<file path="src/rtl/prf_valid_list_pkg.sv">
// Shared definitions for the PRF valid list.
//   PRF_SIZE  : number of physical registers
//   PRF_WIDTH : physical register tag width, clog2(PRF_SIZE)
//   prf_idx_t : physical register tag type
//   NULL_PRF  : reserved tag 0, always reads ready and is never written
package prf_valid_list_pkg;

   localparam int unsigned PRF_SIZE  = 64;
   localparam int unsigned PRF_WIDTH = $clog2(PRF_SIZE);

   typedef logic [PRF_WIDTH-1:0] prf_idx_t;

   localparam prf_idx_t NULL_PRF = '0;

   // Reset image: only the null tag is ready.
   localparam logic [PRF_SIZE-1:0] VALID_RESET = {{(PRF_SIZE-1){1'b0}}, 1'b1};

endpackage

</file>
<file path="src/rtl/prf_valid_list.sv">
// Per-physical-register "value ready" vector.
//
// Writeback sets an entry, retirement clears it, and a mispredict rebuilds
// the whole vector from the RRAT free list. Two combinational read ports
// serve the rename stage.
//
// Ports:
//   clock                 : system clock, rising edge
//   reset                 : asynchronous active-low reset
//   ROB_mispredict_in     : rebuild strobe from the ROB
//   RRAT_PRF_FL_in        : RRAT free list, bit i = 1 means PRF i is free
//   ex_wr_idx_in          : tag written back this cycle, 0 = none
//   RAT_rda_idx_in        : source-A query tag
//   RAT_rdb_idx_in        : source-B query tag
//   RRAT_free_PRF_num_in  : tag freed at retirement this cycle, 0 = none
//   rda_valid_out         : ready bit for source A
//   rdb_valid_out         : ready bit for source B
//
// Build option: define PRF_VL_BYPASS_EN to forward a same-cycle writeback
// to the read ports (suppressed during mispredict).
module prf_valid_list
   import prf_valid_list_pkg::*;
(
   input  logic                clock,
   input  logic                reset,
   input  logic                ROB_mispredict_in,
   input  logic [PRF_SIZE-1:0] RRAT_PRF_FL_in,
   input  prf_idx_t            ex_wr_idx_in,
   input  prf_idx_t            RAT_rda_idx_in,
   input  prf_idx_t            RAT_rdb_idx_in,
   input  prf_idx_t            RRAT_free_PRF_num_in,
   output logic                rda_valid_out,
   output logic                rdb_valid_out
);

   logic [PRF_SIZE-1:0] valid_q;
   logic [PRF_SIZE-1:0] valid_d;

   logic wr_en;
   logic free_en;

   assign wr_en   = (ex_wr_idx_in != NULL_PRF);
   assign free_en = (RRAT_free_PRF_num_in != NULL_PRF);

   // Next state: mispredict rebuild beats everything; otherwise the free is
   // applied first so that a writeback to the same tag wins.
   always_comb begin
      valid_d = valid_q;
      if (ROB_mispredict_in) begin
         valid_d = ~RRAT_PRF_FL_in;
      end else begin
         if (free_en) begin
            valid_d[RRAT_free_PRF_num_in] = 1'b0;
         end
         if (wr_en) begin
            valid_d[ex_wr_idx_in] = 1'b1;
         end
      end
      // Null tag is pinned ready regardless of the free list.
      valid_d[NULL_PRF] = 1'b1;
   end

   always_ff @(posedge clock or negedge reset) begin
      if (!reset) begin
         valid_q <= VALID_RESET;
      end else begin
         valid_q <= valid_d;
      end
   end

`ifdef PRF_VL_BYPASS_EN
   logic byp_en;
   assign byp_en = wr_en && !ROB_mispredict_in;
`endif

   always_comb begin
      rda_valid_out = valid_q[RAT_rda_idx_in];
      rdb_valid_out = valid_q[RAT_rdb_idx_in];
      if (RAT_rda_idx_in == NULL_PRF) begin
         rda_valid_out = 1'b1;
      end
      if (RAT_rdb_idx_in == NULL_PRF) begin
         rdb_valid_out = 1'b1;
      end
`ifdef PRF_VL_BYPASS_EN
      if (byp_en && (RAT_rda_idx_in == ex_wr_idx_in)) begin
         rda_valid_out = 1'b1;
      end
      if (byp_en && (RAT_rdb_idx_in == ex_wr_idx_in)) begin
         rdb_valid_out = 1'b1;
      end
`endif
   end

endmodule

</file>
<file path="config.mk">
export PLATFORM = sky130hd
export DESIGN_NAME = prf_valid_list
export DESIGN_NICKNAME = d
export VERILOG_FILES = /design/src/rtl/prf_valid_list_pkg.sv /design/src/rtl/prf_valid_list.sv
export SDC_FILE = /design/constraint.sdc
export NUM_CORES = 1
export LEC_CHECK = 0
export ABC_CLOCK_PERIOD_IN_PS = 4200
export CAP_MARGIN = 10
export CORE_ASPECT_RATIO = 2
export CORE_MARGIN = 4
export CORE_UTILIZATION = 55
export DETAILED_ROUTE_END_ITERATION = 8
export PLACE_DENSITY = 0.92
export SLEW_MARGIN = 20
export SYNTH_ARGS = -nofsm -noshare
export SYNTH_HDL_FRONTEND = slang
export SYNTH_SLANG_ARGS = --single-unit
</file>
<file path="constraint.sdc">
create_clock -name clock -period 4.2 [get_ports clock]
set_input_delay 0.84 -clock clock [delete_from_list [all_inputs] [get_ports clock]]
set_output_delay 0.84 -clock clock [all_outputs]
set_load 0.03 [all_outputs]
</file>
Word level (Yosys, flattened, before mapping)
Index checks and enable logic that the tools add are counted.
- flip-flop bits (word level): 63
- input bits: 91
- output and inout port bits: 2
- word-level logic and storage cells: 31
- reductions and logical operators: 6
- bitwise gates (word level): 4
- magnitude comparators: 6
- mux-type cells: 14
- operator list (kind ; number):
    64-bit 2-to-1 mux ; 4
    64-bit NOT ; 2
    64-bit bitwise AND ; 1
    64-bit OR ; 1
    6-bit by 7-bit less-than comparator with 1-bit output, second input constant ; 4
    1-bit binary-select mux with 6-bit select ; 2
    1-bit demux with 6-bit select ; 2
    6-bit by 1-bit greater-or-equal comparator with 1-bit output, second input constant ; 2
    6-bit zero test ; 2
    6-bit nonzero test ; 2
    1-bit 2-to-1 mux ; 6
    1-bit logical AND ; 2

Longest topological paths before layout
- word-level depth: 11
- gate-level depth with buffers: 7
- mapped depth without buffers: 5

Worst setup path before layout
OpenSTA, ideal clock, no wires.
- kind: in2out
- start point: in RAT_rda_idx_in[0]
- end point: out rda_valid_out
- setup slack: 0.917 ns
- data required time: 3.360 ns
- stages on the path: 6
- path buffers: 1
- data arrival time: 2.443 ns
- cell sequence: buf_6 -> mux4_1 -> nor2_1 -> o41ai_1 -> a311oi_1 -> nor3_1
- word-level cells in the longest chain between the ends: 3
- elaborated cells on any way between the ends: 4
- classes of those cells: mux: 3; reduce/logical: 1
- ends and longest elaborated chain (what ; RTL line ; RTL):
    from (decl) ; prf_valid_list.sv:29 ; input prf_idx_t RAT_rda_idx_in,
    1-bit binary-select mux with 6-bit select ; prf_valid_list.sv:77 ; rda_valid_out = valid_q[RAT_rda_idx_in];
    1-bit 2-to-1 mux (not written as such) ; prf_valid_list.sv:77 ;
    1-bit 2-to-1 mux * ; prf_valid_list.sv:79 ; if (RAT_rda_idx_in == NULL_PRF) begin
    to (decl) ; prf_valid_list.sv:32 ; output logic rda_valid_out,
Mark *: on every way between the ends. The rest lies on a longest branch, timed or not. The select of a mux whose other input is x is not followed.

Worst setup path in the final report
Ends and elaborated chain as after synthesis.

==> impl_metrics.py <==
metrics = {
    "run_status": {
        "run_status": "completed",
    },
    "yosys": {
        "synth.cell_area_um2": 4210,
        "syn_nets": 503,
        "synthAdderAreaFrac": 0,
        "syn_area_per_cell_um2": 10.2,
        "postSynthCellCount": 412,
        "yosysSeqAreaShare": 0.374,
        "yosys.area.top_type_share": 0.374,
        "ys_types": 25,
        "synth.area.mux_share": 0.204,
        "synth_area_leader_cell": "dfrtp_1",
        "ys_warn_count": 0,
        "netlist_top_cells_area": "dfrtp_1 37%, a221oi_1 13%, mux4_2 11%",
        "synth-xor-area-share": 0,
        "synth_top_family_by_area": "compound AO/OA/AOI/OAI gates",
        "synth_compound_area_frac": 0.229,
        "synth_seq_cells": 63,
        "synth_simple_gate_area_frac": 0.141,
    },
    "worst_setup_path": {
        "cp_max_fo": 14,
        "critPathLaunchType": "primary input",
        "cp.required_ps": 3360,
        "arrival_ps": 3260,
        "cp-end-kind": "primary output",
        "crit_type": "primary input to primary output",
    },
    "pwr": {
        "p_seq_frac": 0.356,
        "clkPwrFrac": 0.432,
        "p_switching_mw": 0.542,
        "irDropWorstVdd_mv": 0.280,
        "internal-power_mw": 1.47,
        "share_comb_of_total_power": 0.212,
        "powerDensity_nw_per_um2": 361,
        "p_leak_nw": 2.04,
        "p_sw_frac": 0.269,
    },
    "timing": {
        "finalCritPeriodShare": 0.976,
        "finClkSkew_ps": 0,
        "post-route-min-period_ps": 4100,
        "slew_headroom": 0.274,
        "hold_viol": 0,
        "setup_viol": 0,
        "fin_tns_setup_ps": 0,
        "worst-slew-pin-transition_ps": 1080,
        "fmax_ghz": 0.244,
        "drv_slew": 0,
        "rsz0062_at_grt": "no",
        "hold_ws_ps": 571,
    },
    "layout": {
        "fillers": 500,
        "regMostFlops": "valid_q",
        "top_regs": "valid_q x63",
        "final_net_count": 582,
        "largest_register_ffs": 63,
        "final_cells": 588,
        "area_growth_pct": 32.5,
        "fin_area_um2": 5580,
        "antenna_cells": 0,
        "final_util": 0.757,
        "drive_above_1_share": 0.145,
    },
    "global_route": {
        "grt_max_degree": 127,
        "grt_antenna_before_repair": 0,
        "grt_pass1_vias": 4370,
        "track_usage": 0.337,
        "grt_pass1_wl_um": 23600,
        "grt.overflow.total": 0,
    },
    "die": {
        "fp.dieH_um": 132,
        "start_util": 0.571,
        "io_pins": 93,
        "coreArea_um2": 7380,
        "rows": 44,
        "fp.dieW_um": 69.9,
        "dieArea_um2": 9210,
    },
    "clocking": {
        "cts_root_buf": "clkbuf_16",
        "cts_num_sinks": 63,
        "htreeDepth": 3,
        "postCtsHoldBufs": 0,
        "clk_pin_slew_ps": 50,
        "cts-buffers-inserted": 9,
        "post-cts-setup-buffers": 0,
        "cts_tree": "yes",
        "cts_buffer_depth": 2,
        "clkLatencyLatePin_ps": 340,
    },
    "placement": {
        "gp_congestion": 0.996,
        "dp_hpwl_um": 10200,
        "port_buffers": 91,
        "dpl.cell_count": 572,
        "dpl_cell_area_um2": 5230,
    },
    "worst_hold_path": {
        "hold_path_class": "primary input to async pin",
    },
    "routing": {
        "drt_iter0_drc": 695,
        "wire_per_inst_um": 25.9,
        "ant_nets": 0,
        "drt-pass1-iter-count": 6,
        "vias": 4404,
        "drt_wl_total_um": 15200,
        "drc": 0,
        "viasPerCell": 7.49,
    },
    "flow_run": {
        "max_cap_viol_count": 0,
    },
}
-- power groups by stage --
stage	registers, mW	logic [mW]	clock network, mW
finish	0.717	0.427	0.869
global route	0.719	0.450	0.902
CTS	0.713	0.419	0.869
detailed placement	0.721	0.417	0
global placement	0.715	0.404	0
floorplan	0.703	0.240	0
-- worst max-delay path: stages --
cell and delay, ps:
clkdlybuf4s50_1 510, buf_12 170, mux4_1 570, mux4_2 510, nor3b_2 190, nor3_1 70
dlygate4sd2_1 380
-- Yosys cell counts --
master	count
nand2_1	69
a21oi_1	65
a221oi_1	63
dfrtp_1	63
clkbuf_1	37
mux4_2	20
nor3b_1	14
mux2i_1	10
mux4_1	10
and3b_1	8
nor2_1	8
nor3_1	8
and3_1	6
buf_2	6
buf_6	4
mux2_2	4
nand2b_1	4
a221o_1	2
a311oi_1	2
nor3b_2	2
o21ai_0	2
o41ai_1	2
a2111oi_0	1
a2111oi_2	1
clkbuf_2	1
-- cell families (layout without fill, tap and decap cells) --
kind of cell	after synthesis	in the layout
and+or+nand+nor	119	119
AOI/OAI and AO/OA	138	138
muxes	44	44
DFF	63	63
buffers and inverters	48	132
-- placed cells by master, fill, tap and decap left out, types with 2 or more instances in the layout --
| cell | netlist | final |
|---|---|---|
| clkdlybuf4s50_1 | 0 | 87 |
| nand2_1 | 69 | 69 |
| a21oi_1 | 65 | 65 |
| a221oi_1 | 63 | 63 |
| dfrtp_1 | 63 | 63 |
| buf_4 | 0 | 23 |
| mux4_2 | 20 | 20 |
| nor3b_1 | 14 | 12 |
| mux2i_1 | 10 | 10 |
| mux4_1 | 10 | 10 |
| clkbuf_16 | 0 | 9 |
| and3b_1 | 8 | 8 |
| nor2_1 | 8 | 8 |
| nor3_1 | 8 | 8 |
| and3_1 | 6 | 6 |
| nor3b_2 | 2 | 4 |
| nand2b_1 | 4 | 4 |
| mux2_2 | 4 | 4 |
| clkinv_4 | 0 | 3 |
| bufinv_16 | 0 | 3 |
| o21ai_0 | 2 | 2 |
| o41ai_1 | 2 | 2 |
| a311oi_1 | 2 | 2 |
| a221o_1 | 2 | 2 |
| dlygate4sd2_1 | 0 | 2 |
| buf_12 | 0 | 2 |
-- through the flow --
stage          worst slack [ps]  power (mW)
2_1_floorplan               917       0.942
3_3_place_gp               -113        1.12
3_5_place_dp               -140        1.14
4_1_cts                     107        2.00
5_1_grt                    15.2        2.07
6_report                    102        2.01
-- final timing paths --
kind / from / to / slack, ps / cells after the start
worst max-delay path: RAT_rda_idx_in[0] / rda_valid_out / 100 / 7
worst min-delay path: reset / valid_q[26]$_DFF_PN0_ / 570 / 1
worst max register to register: valid_q[31]$_DFF_PN0_ / valid_q[31]$_DFF_PN0_ / 3150 / 2
worst min register to register: valid_q[56]$_DFF_PN0_ / valid_q[56]$_DFF_PN0_ / 590 / 2
max in group asynchronous: reset / valid_q[22]$_DFF_PN0_ / 2710 / 2
min in group clock: valid_q[56]$_DFF_PN0_ / valid_q[56]$_DFF_PN0_ / 590 / 2
-- metal layers --
| layer | vias up | track usage | share of wire |
|---|---|---|---|
| li1 | 1796 | - | - |
| met1 | 2060 | 0.388 | 0.32 |
| met2 | 418 | 0.541 | 0.49 |
| met3 | 130 | 0.0733 | 0.11 |
| met4 | 0 | 0.251 | 0.082 |
| met5 | - | 0 | 0 |
-- final cells by class --
type | count | area (um2) | share of cell area
clock buffer | 9 | 225 | 0.0403
clock inverter | 7 | 121 | 0.0217
multi-input combinational | 301 | 2430 | 0.435
sequential | 63 | 1580 | 0.282
tap | 92 | 115 | 0.0206
timing repair buffer | 116 | 1120 | 0.200
-- timing repair --
action / CTS / global route
setup endpoints to repair: 2 / 0
gates resized for setup: 2 / 0
hold endpoints to repair: 0 / 0
Power figures use the tool's default switching activity.
